**src/rtl/product_code_decoder_pkg.sv**
```systemverilog
// rtl/product_code_decoder_pkg.sv - shared types and layout helpers for the product-code decoder
//
// Purpose : status and FSM state encodings plus codeword layout index functions.
// Contents: status_e, state_e, data_idx, rowpar_idx, colpar_idx.
package product_code_pkg;

  typedef enum logic [1:0] {
    CLEAN         = 2'd0,
    SINGLE_DATA   = 2'd1,
    CHECK_BIT     = 2'd2,
    UNCORRECTABLE = 2'd3
  } status_e;

  typedef enum logic [1:0] {
    IDLE   = 2'd0,
    SCAN   = 2'd1,
    LOCATE = 2'd2,
    HOLD   = 2'd3
  } state_e;

  // Bit position of data bit (r,c) inside the codeword.
  function automatic int data_idx(input int r, input int c, input int cols);
    return r * cols + c;
  endfunction

  // Bit position of the parity bit for row r.
  function automatic int rowpar_idx(input int r, input int rows, input int cols);
    return rows * cols + r;
  endfunction

  // Bit position of the parity bit for column c.
  function automatic int colpar_idx(input int c, input int rows, input int cols);
    return rows * cols + rows + c;
  endfunction

endpackage

```
**src/rtl/product_code_decoder_if.sv**
```systemverilog
// rtl/product_code_decoder_if.sv - codeword in / result out bundle for the product-code decoder
//
// Purpose : groups the input handshake, result handshake and statistics outputs.
// Signals : in_valid/in_ready/in_word/correct_en (word in),
//           out_valid/out_ready/out_data/out_status/err_row/err_col (result out),
//           single_cnt/uncorr_cnt (statistics).
// Modports: master = word source / result sink, slave = decoder.
interface product_code_decoder_if #(
  parameter int ROWS  = 8,
  parameter int COLS  = 8,
  parameter int CNT_W = 16
);
  localparam int NB = ROWS * COLS;
  localparam int N  = NB + ROWS + COLS;
  localparam int RW = $clog2(ROWS);
  localparam int CW = $clog2(COLS);

  logic             in_valid;
  logic             in_ready;
  logic [N-1:0]     in_word;
  logic             correct_en;
  logic             out_valid;
  logic             out_ready;
  logic [NB-1:0]    out_data;
  logic [1:0]       out_status;
  logic [RW-1:0]    err_row;
  logic [CW-1:0]    err_col;
  logic [CNT_W-1:0] single_cnt;
  logic [CNT_W-1:0] uncorr_cnt;

  modport master (
    output in_valid, in_word, correct_en, out_ready,
    input  in_ready, out_valid, out_data, out_status, err_row, err_col,
           single_cnt, uncorr_cnt
  );

  modport slave (
    input  in_valid, in_word, correct_en, out_ready,
    output in_ready, out_valid, out_data, out_status, err_row, err_col,
           single_cnt, uncorr_cnt
  );

endinterface

```
**src/rtl/product_code_decoder_pc_onehot_locate.sv**
```systemverilog
// rtl/product_code_decoder_pc_onehot_locate.sv - popcount and lowest-set-bit index of a vector
//
// Purpose: reduces a syndrome vector to its weight and the position of its lowest set bit.
// Ports  : i_vec (W bits in), o_pop (PW-bit population count), o_idx (IW-bit lowest set index,
//          0 when i_vec is all zeros).
module pc_onehot_locate #(
  parameter int W  = 8,
  parameter int PW = $clog2(W) + 1,
  parameter int IW = $clog2(W)
) (
  input  logic [W-1:0]  i_vec,
  output logic [PW-1:0] o_pop,
  output logic [IW-1:0] o_idx
);

  // Walk from the top down so the last hit recorded is the lowest set bit.
  always_comb begin
    o_pop = '0;
    o_idx = '0;
    for (int i = W - 1; i >= 0; i--) begin
      if (i_vec[i]) begin
        o_pop = o_pop + PW'(1);
        o_idx = IW'(i);
      end
    end
  end

endmodule

```
**src/rtl/product_code_decoder.sv**
```systemverilog
// rtl/product_code_decoder.sv - row-serial 2-D parity product-code decoder with error statistics
//
// Purpose: accepts one ROWS x COLS product-code word, scans one row per cycle, classifies the
//          syndrome, optionally corrects a single data-bit error and holds the result until taken.
// Ports  : clk, rst_n (async active-low), bus (product_code_decoder_if.slave: word in,
//          result out, saturating single_cnt/uncorr_cnt).
module product_code_decoder
  import product_code_pkg::*;
#(
  parameter int ROWS  = 8,
  parameter int COLS  = 8,
  parameter int CNT_W = 16
) (
  input  logic                  clk,
  input  logic                  rst_n,
  product_code_decoder_if.slave bus
);

  localparam int NB      = ROWS * COLS;
  localparam int N       = NB + ROWS + COLS;
  localparam int RW      = $clog2(ROWS);
  localparam int CW      = $clog2(COLS);
  localparam int MAXRC   = (ROWS > COLS) ? ROWS : COLS;
  localparam int PCW     = $clog2(MAXRC) + 1;
  localparam int CP_BASE = colpar_idx(0, ROWS, COLS);
  localparam logic [RW-1:0] LAST_ROW = RW'(ROWS - 1);

  state_e           r_state;
  state_e           w_next_state;
  logic [N-1:0]     r_word;
  logic             r_cen;
  logic [RW-1:0]    r_row;
  logic [ROWS-1:0]  r_row_err;
  logic [COLS-1:0]  r_col_acc;
  logic [NB-1:0]    r_data;
  status_e          r_status;
  logic [RW-1:0]    r_err_row;
  logic [CW-1:0]    r_err_col;
  logic [CNT_W-1:0] r_single_cnt;
  logic [CNT_W-1:0] r_uncorr_cnt;

  logic             w_in_ready;
  logic             w_out_valid;
  logic [COLS-1:0]  w_row_data;
  logic             w_row_par;
  logic [COLS-1:0]  w_col_err;
  logic [PCW-1:0]   w_row_pop;
  logic [PCW-1:0]   w_col_pop;
  logic [RW-1:0]    w_row_idx;
  logic [CW-1:0]    w_col_idx;
  status_e          w_status;
  logic [NB-1:0]    w_flip_mask;

  assign w_row_data = r_word[int'(r_row) * COLS +: COLS];
  assign w_row_par  = r_word[rowpar_idx(int'(r_row), ROWS, COLS)];
  assign w_col_err  = r_col_acc ^ r_word[CP_BASE +: COLS];

  pc_onehot_locate #(.W(ROWS), .PW(PCW), .IW(RW)) u_row_loc (
    .i_vec (r_row_err),
    .o_pop (w_row_pop),
    .o_idx (w_row_idx)
  );

  pc_onehot_locate #(.W(COLS), .PW(PCW), .IW(CW)) u_col_loc (
    .i_vec (w_col_err),
    .o_pop (w_col_pop),
    .o_idx (w_col_idx)
  );

  always_comb begin
    w_status = UNCORRECTABLE;
    if (w_row_pop == PCW'(0) && w_col_pop == PCW'(0))
      w_status = CLEAN;
    else if (w_row_pop == PCW'(1) && w_col_pop == PCW'(1))
      w_status = SINGLE_DATA;
    else if ((w_row_pop == PCW'(1) && w_col_pop == PCW'(0)) ||
             (w_row_pop == PCW'(0) && w_col_pop == PCW'(1)))
      w_status = CHECK_BIT;
  end

  // Only a located single data error with correction enabled touches the payload.
  assign w_flip_mask = (w_status == SINGLE_DATA && r_cen)
                     ? (NB'(1) << data_idx(int'(w_row_idx), int'(w_col_idx), COLS))
                     : '0;

  // FSM: state register
  always_ff @(posedge clk or negedge rst_n) begin
    if (!rst_n) r_state <= IDLE;
    else        r_state <= w_next_state;
  end

  // FSM: next state
  always_comb begin
    w_next_state = r_state;
    case (r_state)
      IDLE:    if (bus.in_valid)        w_next_state = SCAN;
      SCAN:    if (r_row == LAST_ROW)   w_next_state = LOCATE;
      LOCATE:                           w_next_state = HOLD;
      HOLD:    if (bus.out_ready)       w_next_state = IDLE;
      default:                          w_next_state = IDLE;
    endcase
  end

  // FSM: outputs
  always_comb begin
    w_in_ready  = (r_state == IDLE);
    w_out_valid = (r_state == HOLD);
  end

  // Datapath: capture, row scan, classification and statistics
  always_ff @(posedge clk or negedge rst_n) begin
    if (!rst_n) begin
      r_word       <= '0;
      r_cen        <= 1'b0;
      r_row        <= '0;
      r_row_err    <= '0;
      r_col_acc    <= '0;
      r_data       <= '0;
      r_status     <= CLEAN;
      r_err_row    <= '0;
      r_err_col    <= '0;
      r_single_cnt <= '0;
      r_uncorr_cnt <= '0;
    end else begin
      case (r_state)
        IDLE: begin
          if (bus.in_valid) begin
            r_word    <= bus.in_word;
            r_cen     <= bus.correct_en;
            r_row     <= '0;
            r_row_err <= '0;
            r_col_acc <= '0;
          end
        end
        SCAN: begin
          r_row_err[r_row] <= (^w_row_data) ^ w_row_par;
          r_col_acc        <= r_col_acc ^ w_row_data;
          if (r_row != LAST_ROW) r_row <= r_row + RW'(1);
        end
        LOCATE: begin
          r_data    <= r_word[NB-1:0] ^ w_flip_mask;
          r_status  <= w_status;
          r_err_row <= (w_status == SINGLE_DATA) ? w_row_idx : '0;
          r_err_col <= (w_status == SINGLE_DATA) ? w_col_idx : '0;
          if (w_status == SINGLE_DATA && r_single_cnt != '1)
            r_single_cnt <= r_single_cnt + CNT_W'(1);
          if (w_status == UNCORRECTABLE && r_uncorr_cnt != '1)
            r_uncorr_cnt <= r_uncorr_cnt + CNT_W'(1);
        end
        default: ;
      endcase
    end
  end

  assign bus.in_ready   = w_in_ready;
  assign bus.out_valid  = w_out_valid;
  assign bus.out_data   = r_data;
  assign bus.out_status = r_status;
  assign bus.err_row    = r_err_row;
  assign bus.err_col    = r_err_col;
  assign bus.single_cnt = r_single_cnt;
  assign bus.uncorr_cnt = r_uncorr_cnt;

endmodule

```
**src/flat_wrapper.sv**
```systemverilog
// flat-port wrapper written by rule: the top's interface ports become plain ports
module product_code_decoder_flat import product_code_pkg::*;
#(
  parameter int ROWS  = 8,
  parameter int COLS  = 8,
  parameter int CNT_W = 16
)
  (clk, rst_n, bus_in_valid, bus_in_word, bus_correct_en, bus_out_ready, bus_in_ready, bus_out_valid, bus_out_data, bus_out_status, bus_err_row, bus_err_col, bus_single_cnt, bus_uncorr_cnt);
  product_code_decoder_if #(.ROWS(ROWS), .COLS(COLS), .CNT_W(CNT_W)) bus_i ();
  input  logic clk;
  input  logic rst_n;
  input wire logic [$bits(bus_i.in_valid)-1:0] bus_in_valid;
  input wire logic [$bits(bus_i.in_word)-1:0] bus_in_word;
  input wire logic [$bits(bus_i.correct_en)-1:0] bus_correct_en;
  input wire logic [$bits(bus_i.out_ready)-1:0] bus_out_ready;
  output wire logic [$bits(bus_i.in_ready)-1:0] bus_in_ready;
  output wire logic [$bits(bus_i.out_valid)-1:0] bus_out_valid;
  output wire logic [$bits(bus_i.out_data)-1:0] bus_out_data;
  output wire logic [$bits(bus_i.out_status)-1:0] bus_out_status;
  output wire logic [$bits(bus_i.err_row)-1:0] bus_err_row;
  output wire logic [$bits(bus_i.err_col)-1:0] bus_err_col;
  output wire logic [$bits(bus_i.single_cnt)-1:0] bus_single_cnt;
  output wire logic [$bits(bus_i.uncorr_cnt)-1:0] bus_uncorr_cnt;
  assign bus_i.in_valid = bus_in_valid;
  assign bus_i.in_word = bus_in_word;
  assign bus_i.correct_en = bus_correct_en;
  assign bus_i.out_ready = bus_out_ready;
  assign bus_in_ready = bus_i.in_ready;
  assign bus_out_valid = bus_i.out_valid;
  assign bus_out_data = bus_i.out_data;
  assign bus_out_status = bus_i.out_status;
  assign bus_err_row = bus_i.err_row;
  assign bus_err_col = bus_i.err_col;
  assign bus_single_cnt = bus_i.single_cnt;
  assign bus_uncorr_cnt = bus_i.uncorr_cnt;
  product_code_decoder #(.ROWS(ROWS), .COLS(COLS), .CNT_W(CNT_W)) u_core (.clk(clk), .rst_n(rst_n), .bus(bus_i));
endmodule
```
**config.mk**
```make
export PLATFORM = sky130hd
export DESIGN_NAME = product_code_decoder_flat
export DESIGN_NICKNAME = d
export VERILOG_FILES = /design/src/rtl/product_code_decoder_pkg.sv /design/src/rtl/product_code_decoder_if.sv /design/src/rtl/product_code_decoder_pc_onehot_locate.sv /design/src/rtl/product_code_decoder.sv /design/src/flat_wrapper.sv
export SDC_FILE = /design/constraint.sdc
export NUM_CORES = 1
export LEC_CHECK = 0
export CAP_MARGIN = 10
export CORE_UTILIZATION = 45
export DETAILED_ROUTE_END_ITERATION = 16
export PLACE_DENSITY = 0.69
export SKIP_LAST_GASP = 1
export SYNTH_ARGS = -nofsm -noshare
export SYNTH_HDL_FRONTEND = slang
export SYNTH_SLANG_ARGS = --single-unit
```
**constraint.sdc**
```tcl
create_clock -name clk -period 6.2 [get_ports clk]
set_input_delay 0.62 -clock clk [delete_from_list [all_inputs] [get_ports clk]]
set_output_delay 0.62 -clock clk [all_outputs]
set_load 0.02 [all_outputs]
```
== Word-level counts from Yosys, hierarchy flattened ==
Index checks and enable logic that the tools add are counted.
W data, S select, Z words.

* Add/sub/neg operators: 19
* Order comparisons: 3
* Equal/unequal tests: 15
* Shift operators: 2
* Multiplexer cells: 54
* Bitwise gates (word level): 4
* Reduce and logical (&&, ||, !) cells: 20

{| class="wikitable"
|+ Operators with widths
! cell !! number
|-
| $shiftx A80 B7 Y8 || 1
|-
| $mux W64 || 1
|-
| $shl A1 B32 Y64 const A || 1
|-
| $xor A64 B64 Y64 || 1
|-
| $mux W3 || 20
|-
| $mux W4 || 14
|-
| $add A4 B1 Y4 const B || 12
|-
| $add A16 B1 Y16 const B || 2
|-
| $lt A32 B9 Y1 const B || 1
|-
| $ne A16 B16 Y1 const B || 2
|-
| $pmux W8 S2 || 2
|-
| $xor A8 B8 Y8 || 2
|-
| $mux W2 || 5
|-
| $add A7 B3 Y8 const A || 1
|-
| $bwmux W8 || 1
|-
| $eq A4 B1 Y1 const B || 2
|-
| $logic_and A1 B1 Y1 || 8
|-
| $logic_not A4 Y1 || 2
|-
| $mux W8 || 1
|-
| $pmux W2 S4 || 1
|-
| $reduce_and A2 Y1 || 4
|-
| $reduce_xor A8 Y1 || 1
|-
| $add A6 B3 Y7 || 1
|-
| $bmux W1 S7 || 1
|-
| other kinds (18) || 30
|}

* Flip-flop bits (word level): 206
* Input port bits: 85
* Output and inout bits: 106

== Depth between registers and ports, before layout ==
* Word-level depth: 26
* Gate-level depth with buffers: 28
* Depth with buffers taken out: 26

== Hierarchy ==
From an unflattened synthesis, not the netlist that was laid out.

* Cell total of the unflattened synthesis: 1067
* Area total of the unflattened synthesis: 11272.1 um2

{| class="wikitable"
|+ By module, submodules not included
! module !! instances !! cells an instance !! area each (um2) !! seq. area each (um2)
|-
| product_code_decoder || 1 || 883 || 9838.2 || 5154.9
|-
| pc_onehot_locate || 2 || 92 || 716.9 || 0.0
|}

== Least setup slack after synthesis ==
No wires, ideal clock.

* Path kind: register to register
* Start: reg u_core.r_col_acc[6]
* End: reg u_core.r_data[49] (netlist: u_core.bus.out_data[49])
* Arrival time: 5.211 ns
* Setup slack: 0.907 ns
* Cell stages (with the launch flop): 26
* Buffers on the path: 1
* Path through: dfrtp_1 xnor2_1 ha_1 xnor3_1 ha_1 nand2_1 nand2_1 ha_1 and2_1 a211oi_1 inv_1 ha_1 nor2_1 nor2_1 ha_1 nand2_1 o21ai_0 ha_1 nor2_1 nand2b_2 a21boi_4 nand4_4 nand4b_4 buf_6 or4_1 a31oi_1

* Word-level cells in the longest chain between the ends: 24
* Elaborated cells between the ends (all ways): 37
* Those cells by class: add/sub: 7; eq/ne: 2; shift: 1; mux: 18; bitwise: 2; reduce/logical: 7

{| class="wikitable"
|+ RTL lines
! element !! RTL line !! source
|-
| start, declared || product_code_decoder.sv:34 || <nowiki>logic [COLS-1:0] r_col_acc;</nowiki>
|-
| start signal, assigned || product_code_decoder.sv:137 || <nowiki>r_col_acc <= r_col_acc ^ w_row_data;</nowiki>
|-
| $xor A8 B8 Y8 * || product_code_decoder.sv:56 || <nowiki>assign w_col_err = r_col_acc ^ r_word[CP_BASE +: COLS];</nowiki>
|-
| $mux W4 || product_code_decoder_pc_onehot_locate.sv:21 || <nowiki>if (i_vec[i]) begin</nowiki>
|-
| $add A4 B1 Y4 || product_code_decoder_pc_onehot_locate.sv:22 || <nowiki>o_pop = o_pop + PW'(1);</nowiki>
|-
| $mux W4 || product_code_decoder_pc_onehot_locate.sv:21 ||
|-
| $add A4 B1 Y4 || product_code_decoder_pc_onehot_locate.sv:22 ||
|-
| $mux W4 || product_code_decoder_pc_onehot_locate.sv:21 ||
|-
| $add A4 B1 Y4 || product_code_decoder_pc_onehot_locate.sv:22 ||
|-
| $mux W4 || product_code_decoder_pc_onehot_locate.sv:21 ||
|-
| [... 8 more ...] || -- ||
|-
| $logic_or A1 B1 Y1 || product_code_decoder.sv:76 || <nowiki>else if ((w_row_pop == PCW'(1) && w_col_pop == PCW'(0)) ||</nowiki>
|-
| $mux W1 || product_code_decoder.sv:76 ||
|-
| $mux W2 || product_code_decoder.sv:74 || <nowiki>else if (w_row_pop == PCW'(1) && w_col_pop == PCW'(1))</nowiki>
|-
| $mux W2 || product_code_decoder.sv:72 || <nowiki>if (w_row_pop == PCW'(0) && w_col_pop == PCW'(0))</nowiki>
|-
| $eq A2 B1 Y1 || product_code_decoder.sv:82 || <nowiki>assign w_flip_mask = (w_status == SINGLE_DATA && r_cen)</nowiki>
|-
| $logic_and A1 B1 Y1 || product_code_decoder.sv:82 ||
|-
| $mux W64 * || product_code_decoder.sv:83 || <nowiki>? (NB'(1) << data_idx(int'(w_row_idx), int'(w_col_idx), COLS))</nowiki>
|-
| $xor A64 B64 Y64 * || product_code_decoder.sv:141 || <nowiki>r_data <= r_word[NB-1:0] ^ w_flip_mask;</nowiki>
|-
| end signal, assigned || product_code_decoder.sv:141 ||
|-
| end, declared || product_code_decoder.sv:35 || <nowiki>logic [NB-1:0] r_data;</nowiki>
|}

Every way passes the cells marked *; elsewhere a longest branch is shown, timed or not.
A chain may end at the register's enable or synchronous reset.

== Worst setup path after layout ==
Same ends and word-level chain as after synthesis.

==> results.md <==
- Top_reg_cell synth: dfrtp_1
- Fin crit period: 5.91 ns
- Failing checks: capacitance limit, slew limit
- Gate count of the mapped netlist: approximately 1100
- First-pass GRT wire length: 51.1 mm
- Htree depth: 1
- Setup TNS: 0 ns
- Clock buffer depth: 3
- Syn. warnings: 0
- Chip width: around 160 µm
- Pin count of the biggest net entering global routing: just over 100
- Share of the synthesized area in the top cell type: 44.9%
- Hold Fails Final Rpt: 0
- Via count: between 9000 and 10000
- Final Slew Violations: 7
- Clock Sink Count: 206
- Post-route ant nets: 0
- Core area: ~25000 µm²
- Most numerous cell in the Yosys netlist: dfrtp_1
- Starting Density: 45.7%
- Most frequent cells after synthesis: dfrtp_1, nor2_1, mux2_2
- Clock slew at reported path FFs: roughly 0.06 ns
- Total Wirelength: about 33 mm
- # Max-Cap Violations: 1
- Clk root buf: clkbuf_16
- Synth unique cells: 75
- Fillers: around 2200
- Reg2Reg Depth: 24
- Post-synth top area cell: dfrtp_1
- Slew margin rel.: -8.24%
- Sequential fraction of the synthesis area: roughly 45%
- Hold_buf cts: 0
- Main combinational cell family by area after synthesis: simple AND/OR/NAND/NOR gates
- Post-synthesis simple-gate area fraction: 16.4%
- Adder-cell area share of the yosys netlist: roughly 2.7%
- Async SR Flop Fraction: 100%
- Total gr overflow: 0
- Peak Freq: 169 MHz
- Syn Nets: 1221
- Worst Path Required: 6.65 ns
- DP HPWL: about 23 mm
- Mapped Avg Cell Area: just over 10 µm²
- Top cells by area, synth: dfrtp_1, mux2_2, xnor2_1, nor2_1, xor2_1
- Die area: between 20000 and 30000 µm²
- 1st-iter DRT viols: around 700
- Clock Skew: ~0.014 ns
- Buffers on Ports: 190
- # diodes: 0
- Synthesis-to-finish area growth: 25.6%
- Status: finished, violations left
- Final net count: 1392
- CTS tree: done
- DIE HEIGHT: 162 µm
- Mux cell area share after synthesis: 11.2%
- Critical path class: reg2reg
- Ratio of cells with drive above 1 in the final layout: a little over an eighth
- Synth Register Bits: around 210
- Post-synth EDFFs: 0
- Tot GR Track Use: between 20 and 30%
- Vias per std cell: approximately 5.7
- Initial antenna violation count: 1
- Avg WL per Cell: about 20 µm
- Cell area after synthesis: 11500 µm²
- Final Setup Violations: 0
- Hold crit path type: in2async
- Worst skew pair latency: between 0.5 and 0.6 ns
- Worst-Margin Slew: approximately 1.6 ns
- I/O pin count: between 150 and 200
- First drt pass iteration count: 5
- Num CTS Buffers: 24
- Crit Path Max Fanout: 11
- Worst Setup Start Kind: register
- Synth Area in Compound Gates: around 11%
- RSZ-0062 raised after global routing: false
- RePlAce Congestion: between 0.8 and 0.9
- Rows: 58
- Xor-xnor portion of the synthesized cell area: 10.8%
- Final Cycle Share: between 90% and 100%
- Worst setup EP type: register
- Crit path arrival time: around 6.4 ns
- Vias in the first global route: slightly above 9000
- Remaining DRCs: 0
==> sequential cells by signal, summed over array words and instances, names as in the netlist <==
signal and cells:
u_core.r_state 2, u_core.bus.single_cnt 16, u_core.bus.err_col 3, u_core.bus.out_data 64
u_core.r_col_acc 8, u_core.r_row 3, u_core.r_cen 1, u_core.r_row_err 8
u_core.r_word 80, u_core.bus.err_row 3, u_core.bus.uncorr_cnt 16, u_core.bus.out_status 2
==> path summary, 6_finish.rpt <==
path                                                   start                                    to  slack [ns]
max                          u_core.r_col_acc[6]$_DFFE_PN0P_   u_core.bus.out_data[49]$_DFFE_PN0P_        0.29
min                                                    rst_n  u_core.bus.uncorr_cnt[8]$_DFFE_PN0P_        0.18
max reg2reg                  u_core.r_col_acc[6]$_DFFE_PN0P_   u_core.bus.out_data[49]$_DFFE_PN0P_        0.29
min reg2reg                u_core.bus.err_row[1]$_DFFE_PN0P_     u_core.bus.err_row[1]$_DFFE_PN0P_        0.49
max in group asynchronous                              rst_n       u_core.r_row_err[5]$_DFFE_PN0P_        4.46
min in group clk           u_core.bus.err_row[1]$_DFFE_PN0P_     u_core.bus.err_row[1]$_DFFE_PN0P_        0.49
==> logic make-up (layout without fill, tap and decap cells) <==
kind of cell,Yosys count,count (layout)
AOI/OAI and AO/OA,195,195
xor gates and xnor gates,123,123
adders and majority gates,25,25
buffers and inverters,83,268
DFF,206,206
muxes,112,112
and+or+nand+nor,367,369
==> stage by stage <==
| stage | setup slack (ns) | instance area (µm²) | util (%) | cells | hold WS, ns |
|---|---|---|---|---|---|
| 2_1_floorplan | 0.907 | 11500 | - | 1111 | 0.324 |
| 6_report | 0.293 | 14400 | 57.4 | 1628 | 0.177 |
| 3_3_place_gp | 0.395 | 13700 | 54.4 | 1584 | 0.471 |
| 5_1_grt | 0.00977 | 14400 | 57.4 | 1628 | 0.245 |
| 4_1_cts | 0.256 | 14400 | 57.2 | 1626 | 0.229 |
| 3_5_place_dp | 0.281 | 13700 | 54.4 | 1584 | 0.477 |
==> worst max-delay path: stages (launching register included) <==
cell	delay (ns)
dfrtp_1	0.42
xnor2_2	0.18
ha_1	0.41
xnor3_1	0.33
ha_1	0.33
nand2_1	0.10
nand2_1	0.07
ha_1	0.28
and2_1	0.17
a211oi_1	0.23
inv_1	0.07
ha_1	0.30
nor2_1	0.12
nor2_1	0.05
ha_1	0.29
nand2_1	0.07
o21ai_0	0.11
ha_1	0.32
nor2_2	0.16
nand2b_2	0.13
a21boi_4	0.23
nand4_4	0.22
nand4b_2	0.43
or4_1	0.63
a31oi_1	0.18
==> per-layer routing <==
layer	vias to the layer above	global-route usage (%)	share of wire, %
li1	4345	-	-
met1	4566	33.3	43
met2	360	41.6	47
met3	65	4.98	7.1
met4	2	8.10	2.6
met5	-	0	0.042
==> cell type report <==
type                            instances  area (µm²)  share of cell area [%]
Inverter                               24        90.1                   0.625
Sequential cell                       206        5150                    35.8
Multi-Input combinational cell        824        6050                    42.0
Clock inverter                          8        56.3                   0.390
Timing Repair Buffer                  202        2000                    13.8
Clock buffer                           34         658                    4.56
Tap cell                              330         413                    2.86
==> timing repair <==
action	in CTS	in global routing
resized for setup	0	5
buffers inserted	0	0
setup endpoints to repair	0	34
==> layout by cell type, fill, tap and decap left out, types with 6 or more instances in the layout <==
cell type        synthesis  layout
inv_1                   23      23
mux2i_1                 12      11
clkdlybuf4s50_1          0     189
buf_4                    1      12
mux2_2                  95      95
o31ai_1                 17      17
nand4_1                 10      10
nand4b_1                 9       9
a21oi_1                 68      68
o21ai_0                 24      24
o22ai_1                  8       8
nand2_1                 67      66
nor3b_1                  6       6
nor4b_1                  8       8
or4_1                   16      16
xnor2_2                  5       6
xor2_1                  39      39
and3_1                  15      15
ha_1                    25      24
dfrtp_1                206     206
nand3_1                 30      30
nor2_1                 127     126
nor4_1                   9       9
clkbuf_1                47       8
nor3_1                  37      37
o211ai_1                11      11
clkbuf_16                0      24
a22oi_1                  8       8
xnor2_1                 69      68
a31oi_1                 22      22
Power is not shown: default switching activity piles up to over one toggle a cycle in this logic, so the estimate is an artifact.
